`config.mk`:
```
export PLATFORM = sky130hd
export DESIGN_NAME = counter_sequencer
export DESIGN_NICKNAME = d
export VERILOG_FILES = /design/src/rtl/counter_sequencer.sv
export SDC_FILE = /design/constraint.sdc
export NUM_CORES = 1
export LEC_CHECK = 0
export CORE_UTILIZATION = 40
export DETAILED_ROUTE_END_ITERATION = 10
export GPL_ROUTABILITY_DRIVEN = 0
export GPL_TIMING_DRIVEN = 0
export PLACE_DENSITY = 0.66
export SYNTH_ARGS = -nofsm -noshare
export SYNTH_HDL_FRONTEND = slang
export SYNTH_SLANG_ARGS = --single-unit
```
`constraint.sdc`:
```
create_clock -name clk -period 2 [get_ports clk]
set_input_delay 0.4 -clock clk [delete_from_list [all_inputs] [get_ports clk]]
set_output_delay 0.4 -clock clk [all_outputs]
set_load 0.02 [all_outputs]
```
`src/rtl/counter_sequencer.sv`:
```
// counter_sequencer: commanded WIDTH-bit up-counter with programmable terminal
// count, one-shot or auto-reload operation, and busy/done/tick/err status.
//
// state | meaning
// ------+--------------------------------------------------------------
// IDLE  | stopped; q is 0, tc may be reloaded
// RUN   | counting toward tc (wrapping if reload, else heading to DONE)
// PAUSE | counting suspended, q held; PAUSE again resumes
// DONE  | one-shot reached tc; q holds tc, tc may be reloaded
module counter_sequencer #(
  parameter int WIDTH      = 4,
  parameter int DEFAULT_TC = 15
) (
  input  logic             clk,
  input  logic             reset,
  input  logic             cmd_valid,
  output logic             cmd_ready,
  input  logic [1:0]       cmd_op,
  input  logic [WIDTH-1:0] cmd_data,
  input  logic             mode_reload,
  output logic [WIDTH-1:0] q,
  output logic             busy,
  output logic             done,
  output logic             tick,
  output logic             err,
  output logic [7:0]       wrap_cnt
);

  typedef enum logic [1:0] {
    S_IDLE  = 2'd0,
    S_RUN   = 2'd1,
    S_PAUSE = 2'd2,
    S_DONE  = 2'd3
  } state_t;

  localparam logic [1:0] OP_START = 2'b00;
  localparam logic [1:0] OP_STOP  = 2'b01;
  localparam logic [1:0] OP_PAUSE = 2'b10;
  localparam logic [1:0] OP_LOAD  = 2'b11;

  state_t           state;
  logic [WIDTH-1:0] tc;
  logic             reload;

  // Every command is accepted in the cycle it is presented.
  assign cmd_ready = 1'b1;

  // Status levels decode directly from the state register.
  assign busy = (state == S_RUN) || (state == S_PAUSE);
  assign done = (state == S_DONE);

  // Sequencer: commands take priority over counting; tick/err are one-edge pulses.
  always_ff @(posedge clk) begin
    if (reset) begin
      state    <= S_IDLE;
      q        <= '0;
      tc       <= WIDTH'(DEFAULT_TC);
      reload   <= 1'b0;
      tick     <= 1'b0;
      err      <= 1'b0;
      wrap_cnt <= 8'd0;
    end else begin
      tick <= 1'b0;
      err  <= 1'b0;
      if (cmd_valid) begin
        case (cmd_op)
          OP_START: begin
            q        <= '0;
            wrap_cnt <= 8'd0;
            reload   <= mode_reload;
            state    <= S_RUN;
          end
          OP_STOP: begin
            q     <= '0;
            state <= S_IDLE;
          end
          OP_PAUSE: begin
            case (state)
              S_RUN:   state <= S_PAUSE;
              S_PAUSE: state <= S_RUN;
              default: err   <= 1'b1;
            endcase
          end
          OP_LOAD: begin
            // tc is frozen while a count is in progress so the active run
            // always terminates where it was started.
            if ((state == S_IDLE) || (state == S_DONE)) begin
              tc <= cmd_data;
            end else begin
              err <= 1'b1;
            end
          end
          default: err <= 1'b1;
        endcase
      end else if (state == S_RUN) begin
        if (q != tc) begin
          q <= q + WIDTH'(1);
        end else if (reload) begin
          q        <= '0;
          tick     <= 1'b1;
          wrap_cnt <= wrap_cnt + 8'd1;
        end else begin
          state <= S_DONE;
        end
      end
    end
  end

endmodule

```
# ---- Word level (Yosys, flattened, before mapping)
# Cells that the tools add are included.
dict set report totals {
  ff_bits 21
  word_cells 60
  inputBits 10
  out_inout_bits 17
}
dict set report classes {
  bitwise 2
  n_reduce_logical 16
  n_eq_ne 13
  n_mux 20
  add_sub_neg 2
}
# operator n
set ops {}
lappend ops {{$mux W8} 5}
lappend ops {{$mux W4} 5}
lappend ops {{$add A8 B1 Y8 const B} 1}
lappend ops {{$eq A2 B2 Y1 const B} 4}
lappend ops {{$mux W2} 4}
lappend ops {{$ne A2 B2 Y1 const B} 3}
lappend ops {{$pmux W2 S3} 1}
lappend ops {{$reduce_and A3 Y1} 2}
lappend ops {{$reduce_or A2 Y1} 3}
lappend ops {{$reduce_and A5 Y1} 1}
lappend ops {{$add A4 B1 Y4 const B} 1}
lappend ops {{$eq A2 B1 Y1 const B} 2}
lappend ops {{$logic_not A2 Y1} 2}
lappend ops {{$ne A4 B1 Y1 const B} 1}
lappend ops {{$ne A4 B4 Y1} 1}
lappend ops {{$pmux W2 S2} 1}
lappend ops {{$reduce_and A4 Y1} 1}
lappend ops {{$reduce_bool A2 Y1} 2}
lappend ops {{$reduce_or A4 Y1} 1}
lappend ops {{$mux W1} 3}
lappend ops {{$ne A3 B3 Y1 const B} 1}
lappend ops {{$reduce_bool A3 Y1} 1}
lappend ops {{$logic_or A1 B1 Y1} 2}
lappend ops {{$ne A2 B1 Y1 const B} 1}
lappend ops {{other kinds (3)} 4}

# ---- Logic depth before layout (Yosys ltp)
# Gate-level depths: netlist (run 1).
dict set report logic_depth {
  depth_word 5
  depth_mapped 7
  depth_no_buf 6
}

# ---- Worst setup path after synthesis (run 1)
# Ideal clock, no wire load.
dict set report synth_timing {
  path_type {reg2reg}
  startpoint {reg state[1]}
  endpoint {reg q[3]}
  required_ns 1.856
  setup_slack_ns 0.433
  arrival_time_ns 1.423
  path_stages_with_launch 8
  path_buffers 1
  period_less_slack_ns 1.567
  cell_sequence {dfxtp_1 inv_1 ha_1 nand2b_1 clkbuf_1 a2111oi_0 a211oi_1 a21oi_1}
}
dict set report synth_between {
  elab_chain_len 3
}
# element line_no
set synth_lines {}
lappend synth_lines {{from (decl)} 41} ;# state_t state;
lappend synth_lines {{from (signal assigned)} 55} ;# state <= S_IDLE;
lappend synth_lines {{from (signal assigned)} 71} ;# state <= S_RUN;
lappend synth_lines {{from (signal assigned)} 75} ;# state <= S_IDLE;
lappend synth_lines {{$eq A2 B1 Y1} 95} ;# end else if (state == S_RUN) begin
lappend synth_lines {{$reduce_bool A2 Y1 (no line)} -}
lappend synth_lines {{$reduce_and A3 Y1 (no line)} -}
lappend synth_lines {{to (signal assigned)} 97} ;# q <= q + WIDTH'(1);
lappend synth_lines {{to (decl)} 21} ;# output logic [WIDTH-1:0] q,
# Every way passes these cells.
# A chain may end at the register's enable or synchronous reset.

# ---- Worst setup path in the final report (run 1)
dict set report layout_timing {
  startpoint {in cmd_op[1]}
  endpoint {reg q[2]}
}
dict set report layout_between {
  elab_chain_len 4
  elab_cells_between_ends 5
  cone_classes {eq/ne (2); reduce/logical (3)}
}
# element line_no
set layout_lines {}
lappend layout_lines {{from (decl)} 18} ;# input logic [1:0] cmd_op,
lappend layout_lines {{$eq A2 B1 Y1 or $logic_not A2 Y1 (tied branches)} 66} ;# case (cmd_op)
lappend layout_lines {{$reduce_or A2 Y1 (no line) *} -}
lappend layout_lines {{$ne A2 B2 Y1 (no line) *} -}
lappend layout_lines {{$reduce_and A3 Y1 (no line) *} -}
# Mark *: on every way between the ends. The rest lies on a longest branch, timed or not.

==> metrics.md, run 1 <==
| Metric | Value |
|---|---|
| Clock latency on the worst-skew pair | `between 0.3 and 0.4 ns` |
| CTS buffer count | `3` |
| Worst Path Required | `~2.2 ns` |
| Synthesized Nets | `between 150 and 200` |
| Post-route antenna net violation count | `0` |
| Psw | `approximately 220 µW` |
| First-pass GRT wire length | `just over 5000 µm` |
| Area fraction of the dominant cell type after synthesis | `between 30 and 40%` |
| Die Area | `roughly 3300 µm²` |
| Row Count | `19` |
| Combinational Power Share | `between 10% and 20%` |
| Clock Skews | `between 0.008 and 0.009 ns` |
| Total negative slack | `0 ns` |
| Tcrit/Tclk final | `96.15%` |
| Worst hold-check path type | `reg -> reg` |
| Mean post-synth cell area | `between 8 and 9 µm²` |
| Largest net degree at the start of global routing | `12` |
| Crit path max-delay family | `buffers and inverters` |
| Vias in the first global route | `roughly 1100` |
| Worst path max stage delay | `around 0.60 ns` |
| Synthesized area | `approximately 1200 µm²` |
| Tmin final | `slightly below 2 ns` |
| Power Density | `roughly 510 nW/µm²` |
| Maximum Capacitance Violations | `0` |
| Starting Density | `a little over two fifths` |
| Fin. max-slew vios | `0` |
| Int Pwr | `approximately 560 µW` |
| Drt initial violations | `36` |
| CTS tree | `yes` |
| # IOs | `27` |
| P_leak | `roughly 0.00060 µW` |
| DRC violation count after routing | `0` |
| Synth area leader | `dfxtp_1` |
| Routed length per instance | `roughly 14 µm` |
| Relative slew slack | `64.70%` |
| Worst Max-Slew Pin Slew | `about 0.53 ns` |
| Routed Wire Length | `2914 µm` |
| Final hold vios | `0` |
| Critical path capture point type | `register` |
| Peak supply drop | `between 0.3 and 0.4 mV` |
| # diodes | `0` |
| CP startpoint kind | `primary input` |
| Kind of critical path | `in -> reg` |
| Cells after synthesis | `150` |
| CP cell instances | `clkdlybuf4s50_1, nand2b_1, clkbuf_1, a211oi_1, a311oi_1, a21oi_1` |
| Die extent in y | `57.34 µm` |
| Crit Path Max Fanout | `10` |
| Initial antenna violation count | `0` |
| CP bufs+invs | `2` |
| Filler Cell Count | `270` |
| Drt first pass iters | `4` |
| RSZ-0062 raised after global routing | `no` |
| Sequential share of power | `between 50% and 60%` |
| Area growth syn-to-layout | `24.62%` |
| Placed Area | `approximately 1500 µm²` |
| Via density | `5.775` |
| IO Port Bufs | `24` |
| Core ar. | `around 2800 µm²` |
| Clock power frac | `26.3%` |
| Final Cell Area | `1526 µm²` |
| Final setup viols | `0` |
| Max clock buf depth | `2` |
| Post-synthesis sequential area ratio | `about a third` |
| Clock H-tree levels | `1` |
| Clk sinks | `21` |
| Via count | `1207` |
| Yosys cell types | `40` |
| Fmax | `0.5200 GHz` |
| Slowest CP cell | `clkdlybuf4s50_1` |
| CTS clk-pin slew, worst paths | `0.11 ns` |
| Syn. warnings | `0` |
| CTS root buf | `clkbuf_4` |
| Crit path DAT | `2.10 ns` |
| Grt ovf | `0` |
| Die Span X | `57.34 µm` |
| Hold WS | `0.5158 ns` |
| Share of layout cells above drive strength 1 | `just under 7%` |
| Total GRT Usage | `roughly a fifth` |
| Hpwl dp | `2142 µm` |
| Total chip power | `between 700 and 800 µW` |
| Largest cells by area after synthesis | `dfxtp_1 34%, ha_1 5.1%, a21oi_1 4.9%` |
| Setup repair bufs after CTS | `0` |
| Switching share of power | `27.64%` |
| NumNets Final | `around 190` |
| #FFs+latches synth | `21` |
| Status | `complete, no violations` |
==> area by class of cell <==
cell class	instances	area [µm²]	share of cell area, %
Buffer	10	47.55	3.115
Clock buffer	4	26.28	1.721
Inverter	10	37.54	2.459
Multi-Input combinational cell	109	720.7	47.21
Sequential cell	21	420.4	27.54
Tap cell	31	38.79	2.541
Timing Repair Buffer	24	235.2	15.41
==> synth_stat cells, drive strengths merged <==
master and count:
clkbuf 7, mux2 4, o311ai 5, and2 2, inv 10, o21ai 1, nand3 6, a21o 1
and3b 1, o211ai 6, or2 1, ha 5, and3 4, nor2b 1, nand4 4, conb 1
nand2b 3, buf 3, dfxtp 21, a31oi 2, o32ai 1, a211oi 2, or3 2, a2111oi 2
xnor2 5, nand2 15, or4 1, nor3 4, a211o 1, and4 2, nor2 9, o221ai 1
nand3b 1, a21oi 12, a311oi 1, o211a 1, mux2i 2
==> metal layers <==
metal	share of wire, %	routed length (µm)	track usage (%)	vias to the layer above
met5	0	0	0	-
met4	1.0	29	6.620	0
met3	4.0	117	2.948	4
met2	48	1395	30.40	36
met1	47	1371	27.71	569
li1	-	-	-	598
==> cell usage in the layout, fill, tap and decap left out, drive strengths merged, types with 2 or more instances in the layout <==
cell type / count
o311ai: 5
o211ai: 6
nand2: 15
a2111oi: 2
nand4: 4
and3: 4
buf: 3
a31oi: 2
and4: 2
clkdlybuf4s50: 23
mux2: 4
nand3: 6
xnor2: 5
mux2i: 2
inv: 10
nor2: 9
clkbuf: 12
a211oi: 2
a21oi: 12
and2: 2
nand2b: 3
or3: 2
ha: 5
nor3: 4
dfxtp: 21
==> power by group through the flow <==
stage          Combinational, µW  Clock (µW)  Sequential (µW)
6_report                     134         205              441
5_1_grt                      147         233              443
4_1_cts                      134         216              441
3_5_place_dp                 135           0              451
3_3_place_gp                 131           0              450
2_1_floorplan               83.0           0              451
==> kinds of logic (layout without fill, tap and decap cells) <==
group           after synthesis  after routing  share of synthesized area (%)
simple gates                 56             56                          23.49
compound gates               36             36                          21.04
flops                        21             21                          34.32
buf+inv                      20             48                          6.844
mux                           6              6                          5.311
fa+ha+maj                     5              5                          5.107
xor+xnor                      5              5                          3.575
other cells                   1              1                         0.3061
==> registers in the layout (all words and copies together) (netlist names) <==
signal    count
wrap_cnt      8
tc            4
reload        1
q             4
state         2
tick          1
err           1
==> path summary, 6_finish.rpt <==
check                         from  slack (ns)                  to  depth (start not counted)
max                      cmd_op[1]        0.08   q[2]$_SDFFE_PP0P_                          6
min             tc[1]$_SDFFE_PP1P_        0.52  tc[1]$_SDFFE_PP1P_                          2
max reg2reg  state[1]$_SDFFE_PP0P_        0.13   q[2]$_SDFFE_PP0P_                          7
min reg2reg     tc[1]$_SDFFE_PP1P_        0.52  tc[1]$_SDFFE_PP1P_                          2
==> stage by stage <==
stage	cells	setup slack, ns	utilization (%)
global placement	205	-0.1353	53.16
global route	209	0.009530	53.96
CTS	209	0.01515	54.05
detailed placement	205	-0.2397	53.16
finish	209	0.07697	53.96
floorplan	150	0.4332	-
==> timing repair <==
| item | in CTS | in global routing |
|---|---|---|
| endpoints found under the setup margin | 1 | 4 |
| hold buffers | 0 | 0 |
| hold endpoints to repair | 0 | 0 |
| gates resized for setup | 1 | 5 |
| pin swaps | 0 | 0 |
==> worst min-delay path: stages, from the launching register on <==
cell,delay (ns)
dfxtp_1,0.34
nand2_1,0.06
o211ai_1,0.08
(Power assumes the default switching activity.)
==> run 2: changes to the inputs <==
Settings changed: PLACE_DENSITY 0.66 to 0.73.
==> run 2 against run 1 <==
The flow now finishes with violations (DRC); power up 0.31%; clock power about the same; critical path type is now reg -> out; critical path depth shrank 4; register-to-register slack gained 0.15 ns; wire length grew 1.3%; non-clock buffer count unchanged.
==> metrics.md, run 2 (synthesized netlist as in run 1, its figures left out) <==
| Metric | Value |
|---|---|
| Status | `finished, violations left` |
| Violated checks | `DRC` |
| # diodes | `0` |
| RSZ-0062 raised after global routing | `no` |
| Die extent in y | `about 57 µm` |
| Total GRT Usage | `around 18%` |
| Clk sinks | `21` |
| Worst Path Required | `roughly 1.6 ns` |
| Die Area | `~3300 µm²` |
| Vias in the first global route | `between 1000 and 1500` |
| Tmin final | `1.870 ns` |
| Initial antenna violation count | `0` |
| # IOs | `27` |
| CTS buffer count | `3` |
| Most frequent cells in the layout | `23 x clkdlybuf4s50_1, 21 x dfxtp_1, 15 x nand2_1` |
| Crit path max-delay family | `buffers and inverters` |
| Largest net degree at the start of global routing | `12` |
| Power Density | `approximately 510 nW/µm²` |
| Cts hold-fix bufs | `0` |
| Flip-flop count of the largest register after layout | `8` |
| Drt first pass iters | `7` |
| DRC violation count after routing | `2` |
| Final setup viols | `0` |
| Clock latency on the worst-skew pair | `around 0.3 ns` |
| CP startpoint kind | `register` |
| Peak supply drop | `0.2795 mV` |
| Area growth syn-to-layout | `24.92%` |
| CP bufs+invs | `1` |
| Fin. max-slew vios | `0` |
| Via count | `1208` |
| CP cell instances | `ha_1, clkdlybuf4s50_1` |
| Row Count | `19` |
| Starting Density | `a little over two fifths` |
| Fmax | `approximately 0.53 GHz` |
| Filler Cell Count | `273` |
| Core ar. | `between 2000 and 3000 µm²` |
| Kind of critical path | `reg -> out` |
| Dpl cells | `about 200` |
| Worst hold-check path type | `reg -> reg` |
| Grt ovf | `0` |
| Maximum Capacitance Violations | `0` |
| Critical path capture point type | `output pin` |
| Most common cell after layout, fill and taps aside | `clkdlybuf4s50_1` |
| Drt initial violations | `56` |
| Setup repair bufs after CTS | `0` |
| Biggest register | `wrap_cnt` |
| CTS tree | `yes` |
| Clock Skews | `a little under 0.005 ns` |
| Max clock buf depth | `2` |
| IO Port Bufs | `24` |
| Post-route insts no fill | `209` |
| CTS clk-pin slew, worst paths | `roughly 0.12 ns` |
| Via density | `roughly 5.8` |
| Crit Path Max Fanout | `4` |
| Routed length per instance | `between 10 and 15 µm` |
| Worst path max stage delay | `approximately 0.6 ns` |
| Slowest CP cell | `clkdlybuf4s50_1` |
| Tcrit/Tclk final | `between 90 and 100%` |
| Hpwl dp | `2210 µm` |
| Die Span X | `~57 µm` |
| Clock H-tree levels | `1` |
| Routed Wire Length | `2953 µm` |
| NumNets Final | `just under 200` |
| Post-route antenna net violation count | `0` |
| First-pass GRT wire length | `around 4800 µm` |
| Share of layout cells above drive strength 1 | `a little under 8%` |
| CTS root buf | `clkbuf_4` |
| Crit path DAT | `1.47 ns` |
| P_leak | `between 0.0006 and 0.0007 µW` |
| Final hold vios | `0` |
| Biggest regs | `wrap_cnt (8), q (4), tc (4)` |
| Total negative slack | `0 ns` |
## run 2: cell counts in the layout (fill, tap and decap cells not counted)
Identical to the previous run, type by type.
## run 2: layout make-up
cell class	instances	area [µm²]	share of cell area, %
plain buffers	10	50.05	3.271
clock buffers	4	26.28	1.717
inverters	10	37.54	2.453
multi-input cells	109	721.9	47.18
flip-flops and latches	21	420.4	27.47
well taps	31	38.79	2.535
repair buffers	24	235.2	15.37
## run 2: metrics by stage
stage                     hold WS, ns  total power (µW)  util, %  cell area [µm²]  setup slack, ns
after CTS                      0.5124             789.4    54.05             1529          0.02290
after floorplan                0.4759             534.3        -             1225           0.4332
after global placement         0.4964             580.6    53.16             1504          -0.1356
after detailed placement       0.4939             586.2    53.16             1504          -0.2364
after global routing           0.5587             817.6    54.09             1530          0.03059
final                          0.5110             782.5    54.09             1530           0.1299
## run 2: worst paths after layout
kind,slack (ns),cells past startpoint,end,start
max,0.13,2,done,state[0]$_SDFFE_PP0P_
min,0.51,2,tc[1]$_SDFFE_PP1P_,tc[1]$_SDFFE_PP1P_
max reg2reg,0.28,5,wrap_cnt[1]$_SDFFE_PP0P_,q[3]$_SDFFE_PP0P_
min reg2reg,0.51,2,tc[1]$_SDFFE_PP1P_,tc[1]$_SDFFE_PP1P_
## run 2: layer usage
layer	GRT usage [%]	vias to the layer above	wire length, µm
met5	0	-	0
met4	5.923	0	25
met3	2.494	4	74
met2	30.23	24	1451
met1	24.65	579	1402
li1	-	601	-
## run 2: where the power goes
| group | internal (µW) | leakage (µW) | switching (µW) |
|---|---|---|---|
| logic | 57.8 | 0.000425 | 76.7 |
| registers | 430 | 0.000170 | 11.6 |
| clock network | 77.5 | 0.0000150 | 129 |
## run 2: timing repair
| action | in CTS | in global routing |
|---|---|---|
| setup endpoints to repair | 1 | 4 |
| resized for setup | 1 | 10 |
| pin swaps | 0 | 0 |
## run 2: worst min-delay path: cells and delay by family (launching register included)
kind               cells  cell delay (ns)
DFF                    1             0.34
and+or+nand+nor        1             0.05
AOI/OAI and AO/OA      1             0.08
==> patch 1: new RTL, settings of run 2 <==
`DEFAULT_TC`: 15 -> 8.
--- a/src/rtl/counter_sequencer.sv
+++ b/src/rtl/counter_sequencer.sv
@@ -10,5 +10,5 @@
 module counter_sequencer #(
   parameter int WIDTH      = 4,
-  parameter int DEFAULT_TC = 15
+  parameter int DEFAULT_TC = 8
 ) (
   input  logic             clk,
Check against the original RTL: same outputs for any inputs over 10 cycles, from zero or initial values and one cycle with reset high; that may be too few to reach the edited logic, so the function may still have changed.
==> patch 1 against run 2 <==
Power is 1.7% higher; first-iteration DRC count fell by 21%; final area fell by 0.16%; routed wire length shrank 4.4%; global-route usage down 0.32 points; worst setup slack lost 0.0027 ns; area after synthesis down 0.10%; sequential cell count is the same; critical path type unchanged.
==> patch 1: results (changes against run 2) <==
- The flow ran to the end, and the final reports show no timing, DRC or antenna violations.
* Leading post-synthesis cells by cell area: dfxtp_1 34%, ha_1 5.1%, a21oi_1 4.9%, mux2i_1 4.1%, nand2_1 3.7%
- DPL Wire Length: 2160 um (-2.1%)
* Insertion delay of the later-clocked pin in the worst-skew pair: 0.30 ns (about the same)
- On the critical path, the stage with the largest delay is an instance of clkdlybuf4s50_1.
- The aggregate routed wire length is 2820 um (-4.4%).
* N_diodes: 0 (unchanged)
- Number of gates resized after CTS: 1 (unchanged)
- NetSw: 0.000230 W (+5.9%)
- Counting instances in the post-synthesis netlist gives the leading cell types as 21 x dfxtp_1, 12 x a21oi_1, 12 x nand2_1, 12 x nor2_1, 7 x inv_1.
- Post-synthesis mux area share: 0.0808 (+0.0277)
* Xor and xnor area share after synthesis: 0.0358 (+0.0000366)
* Kind of cell with the highest combined delay on the critical path: buffers and inverters
* Worst slack, placed: -0.179 ns (+0.0573 ns)
* Global router's overall resource usage: 0.180 (-0.00316)
- Ratio of routed vias to standard cells: 5.70 (-1.4%)
- Maximum vdd drop: 0.000257 V (-8.2%)
* Share of final-layout standard cells stronger than drive strength 1: 0.0920 (+0.0133)
* Fraction of the mapped netlist area in compound gates: 0.192 (-0.0182)
- Maximum number of pins on one net before global-route repair: 13 (+1)
- The register clock-pin slew on the reported worst setup and hold paths came to 0.12 ns (about the same).
- Share of synthesized cell area in full adder, half adder and majority cells: 0.0511 (+0.0000522)
- The leakage power summed over all cells is 0.606 nW (-0.61%).
- The number of antenna violations at the first check in global routing was 0 (unchanged).
- Postcts setup bufs: 0 (unchanged)
- Clock tree root driver cell: clkbuf_4
- Post-Synthesis Net Count: 161 (-2.4%)
* Fillers: 290 (+6.2%)
- The TritonCTS buffer count is 3 (unchanged).
- The number of detailed-route iterations in the first pass was 4 (-3).
* Share of flip-flops with an asynchronous set or reset after synthesis: 0 (unchanged)
- In the final layout, the registers with the most flip-flops are wrap_cnt x8, q x4, tc x4.
- The global-route wire length before repair came to 4690 um (-3.0%).
* Number of distinct library cell variants in the gate-level netlist after synthesis: 40 (unchanged)
* Maximum clock skew at final layout: 0.00533 ns (+0.000446 ns)
- The largest buffer count on any clock path came to 2 (unchanged).
* Worst Hold Class: reg -> reg
* Net total in the final layout: 190 (-2.1%)
- Data arrival time of the worst path: 1.47 ns (about the same)
* Placed cell area: 1500 um^2 (about the same)
* Worst-path fanout max: 4 (unchanged)
- The number of design-rule violations left by the first detailed-router iteration is 44 (-21%).
- The sequential area share after synthesis was 0.344 (+0.000351).
* Max Cap Violations: 0 (unchanged)
- Transition at the pin with the smallest max-transition slack: between 0.6 and 0.7 ns
* Crit-path max cell delay: 0.60 ns (about the same)
- Number of warnings issued by yosys: 0 (unchanged)
- Via count of the first global-routing pass: 1,056 (-5.2%)
## patch 1: changes by cell type after synthesis
| cell | before | now |
|---|---|---|
| nand2_1 | 15 | 12 |
| mux2_4 | 0 | 1 |
| nor2_1 | 9 | 12 |
| o211ai_1 | 6 | 3 |
| buf_2 | 1 | 3 |
| mux2_1 | 1 | 0 |
| inv_1 | 10 | 7 |
| mux2i_1 | 2 | 5 |
| clkbuf_1 | 7 | 4 |
## patch 1: layout make-up
class / instances / area (um^2) / area share
Inverter: 7 / 26.3 / 0.0172
Clock buffer: 3 / 22.5 / 0.0147
Buffer: 9 / 46.3 / 0.0303
Clock inverter: 1 / 5.00 / 0.00328
Multi-Input combinational cell: 109 / 733 / 0.480
Sequential cell: 21 / 420 / 0.275
Tap cell: 31 / 38.8 / 0.0254
Timing Repair Buffer: 24 / 235 / 0.154
## patch 1: cell families after synthesis
family	count (synthesis)
flops	21
buf+inv	16
other cells	1
compound gates	33
xor+xnor	5
fa+ha+maj	5
simple gates	56
mux	9
## patch 1: final timing paths
path | slack, ns | start | cells past startpoint | to
min | 0.51 | tc[3]$_SDFFE_PP1P_ | 2 | tc[3]$_SDFFE_PP1P_
min reg2reg | 0.51 | tc[3]$_SDFFE_PP1P_ | 2 | tc[3]$_SDFFE_PP1P_
max | 0.13 | state[0]$_SDFFE_PP0P_ | 2 | done
max reg2reg | 0.19 | state[1]$_SDFFE_PP0P_ | 6 | q[3]$_SDFFE_PP0P_
## patch 1: power groups by stage
| stage | sequential, W | combinational [W] | clock (W) |
|---|---|---|---|
| floorplan | 0.000450 | 0.0000928 | 0 |
| global placement | 0.000449 | 0.000145 | 0 |
| detailed placement | 0.000449 | 0.000149 | 0 |
| CTS | 0.000440 | 0.000147 | 0.000211 |
| global route | 0.000442 | 0.000161 | 0.000228 |
| finish | 0.000440 | 0.000146 | 0.000210 |
## patch 1: through the flow
| stage | hold slack, ns | instances |
|---|---|---|
| 5_1_grt | 0.532 | 205 |
| 6_report | 0.512 | 205 |
| 3_5_place_dp | 0.499 | 201 |
| 2_1_floorplan | 0.469 | 146 |
| 3_3_place_gp | 0.495 | 201 |
| 4_1_cts | 0.516 | 205 |
## patch 1: metal layers
metal / track usage / vias up / share of wire
met5: 0 / - / 0
met4: 0.0523 / 0 / 0.012
met3: 0.0204 / 4 / 0.032
met2: 0.309 / 23 / 0.50
met1: 0.238 / 551 / 0.46
li1: - / 590 / -
## patch 1: worst min-delay path, cell delays in order (launching register included)
cell and delay [ns]:
dfxtp_1 0.34, nand2_1 0.06, o211ai_1 0.07
==> patch 2: new RTL, flow settings as in run 2 <==
Without the edit above. The 4 states of `state_t` get a one-hot encoding in 4 bits.
--- a/src/rtl/counter_sequencer.sv
+++ b/src/rtl/counter_sequencer.sv
@@ -27,9 +27,9 @@
 );
 
-  typedef enum logic [1:0] {
-    S_IDLE  = 2'd0,
-    S_RUN   = 2'd1,
-    S_PAUSE = 2'd2,
-    S_DONE  = 2'd3
+  typedef enum logic [3:0] {
+    S_IDLE  = 4'b0001,
+    S_RUN   = 4'b0010,
+    S_PAUSE = 4'b0100,
+    S_DONE  = 4'b1000
   } state_t;
 
Behaviour: same outputs for any inputs over 10 cycles, from zero or initial values and one cycle with reset high; not proved beyond that.
==> patch 2 against run 2 <==
The run still ends with design-rule violations left; cell count decreased by 2.4%; first-iteration DRC count down 32%; sequential cell count rose by 2; maximum frequency decreased by 2.9%; worst setup slack worse by 0.056 ns; power up 2.4%; via count shrank 7.0%; routed wire length down 4.4%; non-clock buffer count rose by 3; sequential share of layout area up 1.5 points; worst hold slack improved by 0.0091 ns; final area grew 6.9%; die area is 0.89% lower; area after synthesis is 0.92% lower; critical path type is now reg -> reg; largest cell class unchanged.
==> patch 2: results (changes against run 2) <==
- Status: finished, violations left
* Failing checks: design-rule violations
* Most numerous cell types in the synthesized netlist: 23 x dfxtp_1, 15 x nor2_1, 11 x xnor2_1, 10 x nor2b_1, 7 x nand2_1
- The number of port buffers is 25 (+4.2%).
- The fraction of final layout cells with drive strength greater than 1 came to 0.156 (+0.0774).
- The quantity of gates resized following cts was 10 (+9).
- The synthesized-area fraction occupied by xor and xnor cells was 0.0794 (+0.0436).
- Post-Synthesis Net Count: 149 (-9.7%)
- First-pass GRT wire length: 4860 um (+0.58%)
- The synthesized netlist cell count is 137 (-8.7%).
- The total DRC errors in the routed layout is 4 (+2).
- Inst Count DP: 193 (-5.9%)
- The post-layout instance count excluding filler cells was 204 (-2.4%).
- The leakage power summed over all cells was 0.614 nW (+0.57%).
- On the critical path, the stage with the largest delay is an instance of dfxtp_4.
- The number of failing setup endpoints in the final timing report came to 0 (unchanged).
* DRT iter0 DRCs: 38 (-32%)
* Fraction of the mapped netlist area in compound gates: 0.165 (-0.0455)
- The HPWL after detailed placement came to 2000 um (-9.7%).
- Broken down by cell family, the worst path's largest delay share belongs to simple AND/OR/NAND/NOR gates.
- The via count of the first global-routing pass came to 1,118 (+0.36%).
- Aggregate routed wire length: 2820 um (-4.4%)
- Data arrival time of the worst path: 2.13 ns (+0.66 ns)
- Ranked by total cell area, the synthesized netlist is headed by dfxtp_1 38%, xnor2_1 7.9%, nor2b_1 5.2%, nor2_1 4.6%, a211o_1 2.9%.
- Fillers: 260 (-4.8%)
- The adder-cell area share of the yosys netlist came to 0.0206 (-0.0305).
- Postcts setup bufs: 4 (+4)
* Crit-path max cell delay: 0.40 ns (-0.20 ns)
* Max reg flops: 8 (unchanged)
* Post-synthesis mux area share: 0.0165 (-0.0366)
- Maximum vdd drop: 0.000381 V (+36%)
- Maximum clock skew at final layout: 0.00362 ns (-0.00127 ns)
- Leaving out fill and tap cells, the most frequent cell in the layout is clkdlybuf4s50_1.
* Worst-path fanout max: 6 (+2)
- The maximum number of pins on one net before global-route repair was 13 (+1).
* Register area share after synthesis: 0.379 (+0.0362)
- The count of inserted antenna diode cells was 0 (unchanged).
* Ratio of routed vias to standard cells: 5.51 (-4.7%)
patch 2: path summary, 6_finish.rpt:
| kind | startpoint | endpoint | slack [ns] | cells after the start |
|---|---|---|---|---|
| max | state[3]$_SDFFE_PP0P_ | wrap_cnt[2]$_SDFFE_PP0P_ | 0.07 | 7 |
| min | q[1]$_SDFFE_PP0P_ | q[1]$_SDFFE_PP0P_ | 0.52 | 2 |
| max reg2reg | state[3]$_SDFFE_PP0P_ | wrap_cnt[2]$_SDFFE_PP0P_ | 0.07 | 7 |
| min reg2reg | q[1]$_SDFFE_PP0P_ | q[1]$_SDFFE_PP0P_ | 0.52 | 2 |
patch 2: metal layers:
metal,GRT usage,wire length [um]
met1,0.241,1330
met2,0.311,1340
met3,0.0227,93
met4,0.0906,58
met5,0,0
patch 2: layout make-up:
type,count,area share
repair buffers,33,0.191
clock buffers,4,0.0161
well taps,31,0.0237
flip-flops and latches,23,0.290
plain buffers,4,0.0122
inverters,5,0.0115
multi-input cells,104,0.455
patch 2: power breakdown:
part | leakage [nW] | internal, W | total [W] | switching, W
sequential | 0.190 | 0.000465 | 0.000474 | 0.00000955
combinational | 0.409 | 0.0000564 | 0.000110 | 0.0000532
clock | 0.0150 | 0.0000780 | 0.000217 | 0.000139
patch 2: per-stage QoR:
stage / power, W / setup WS, ns / hold slack (ns) / area (um^2) / TNS (ns)
final: 0.000801 / 0.0741 / 0.520 / 1640 / 0
after global routing: 0.000835 / -0.00511 / 0.542 / 1640 / -0.00511
after CTS: 0.000804 / 0.00192 / 0.552 / 1590 / 0
after detailed placement: 0.000584 / -0.732 / 0.527 / 1500 / -6.19
after global placement: 0.000581 / -0.723 / 0.503 / 1500 / -5.96
after floorplan: 0.000546 / 0.00519 / 0.483 / 1210 / 0
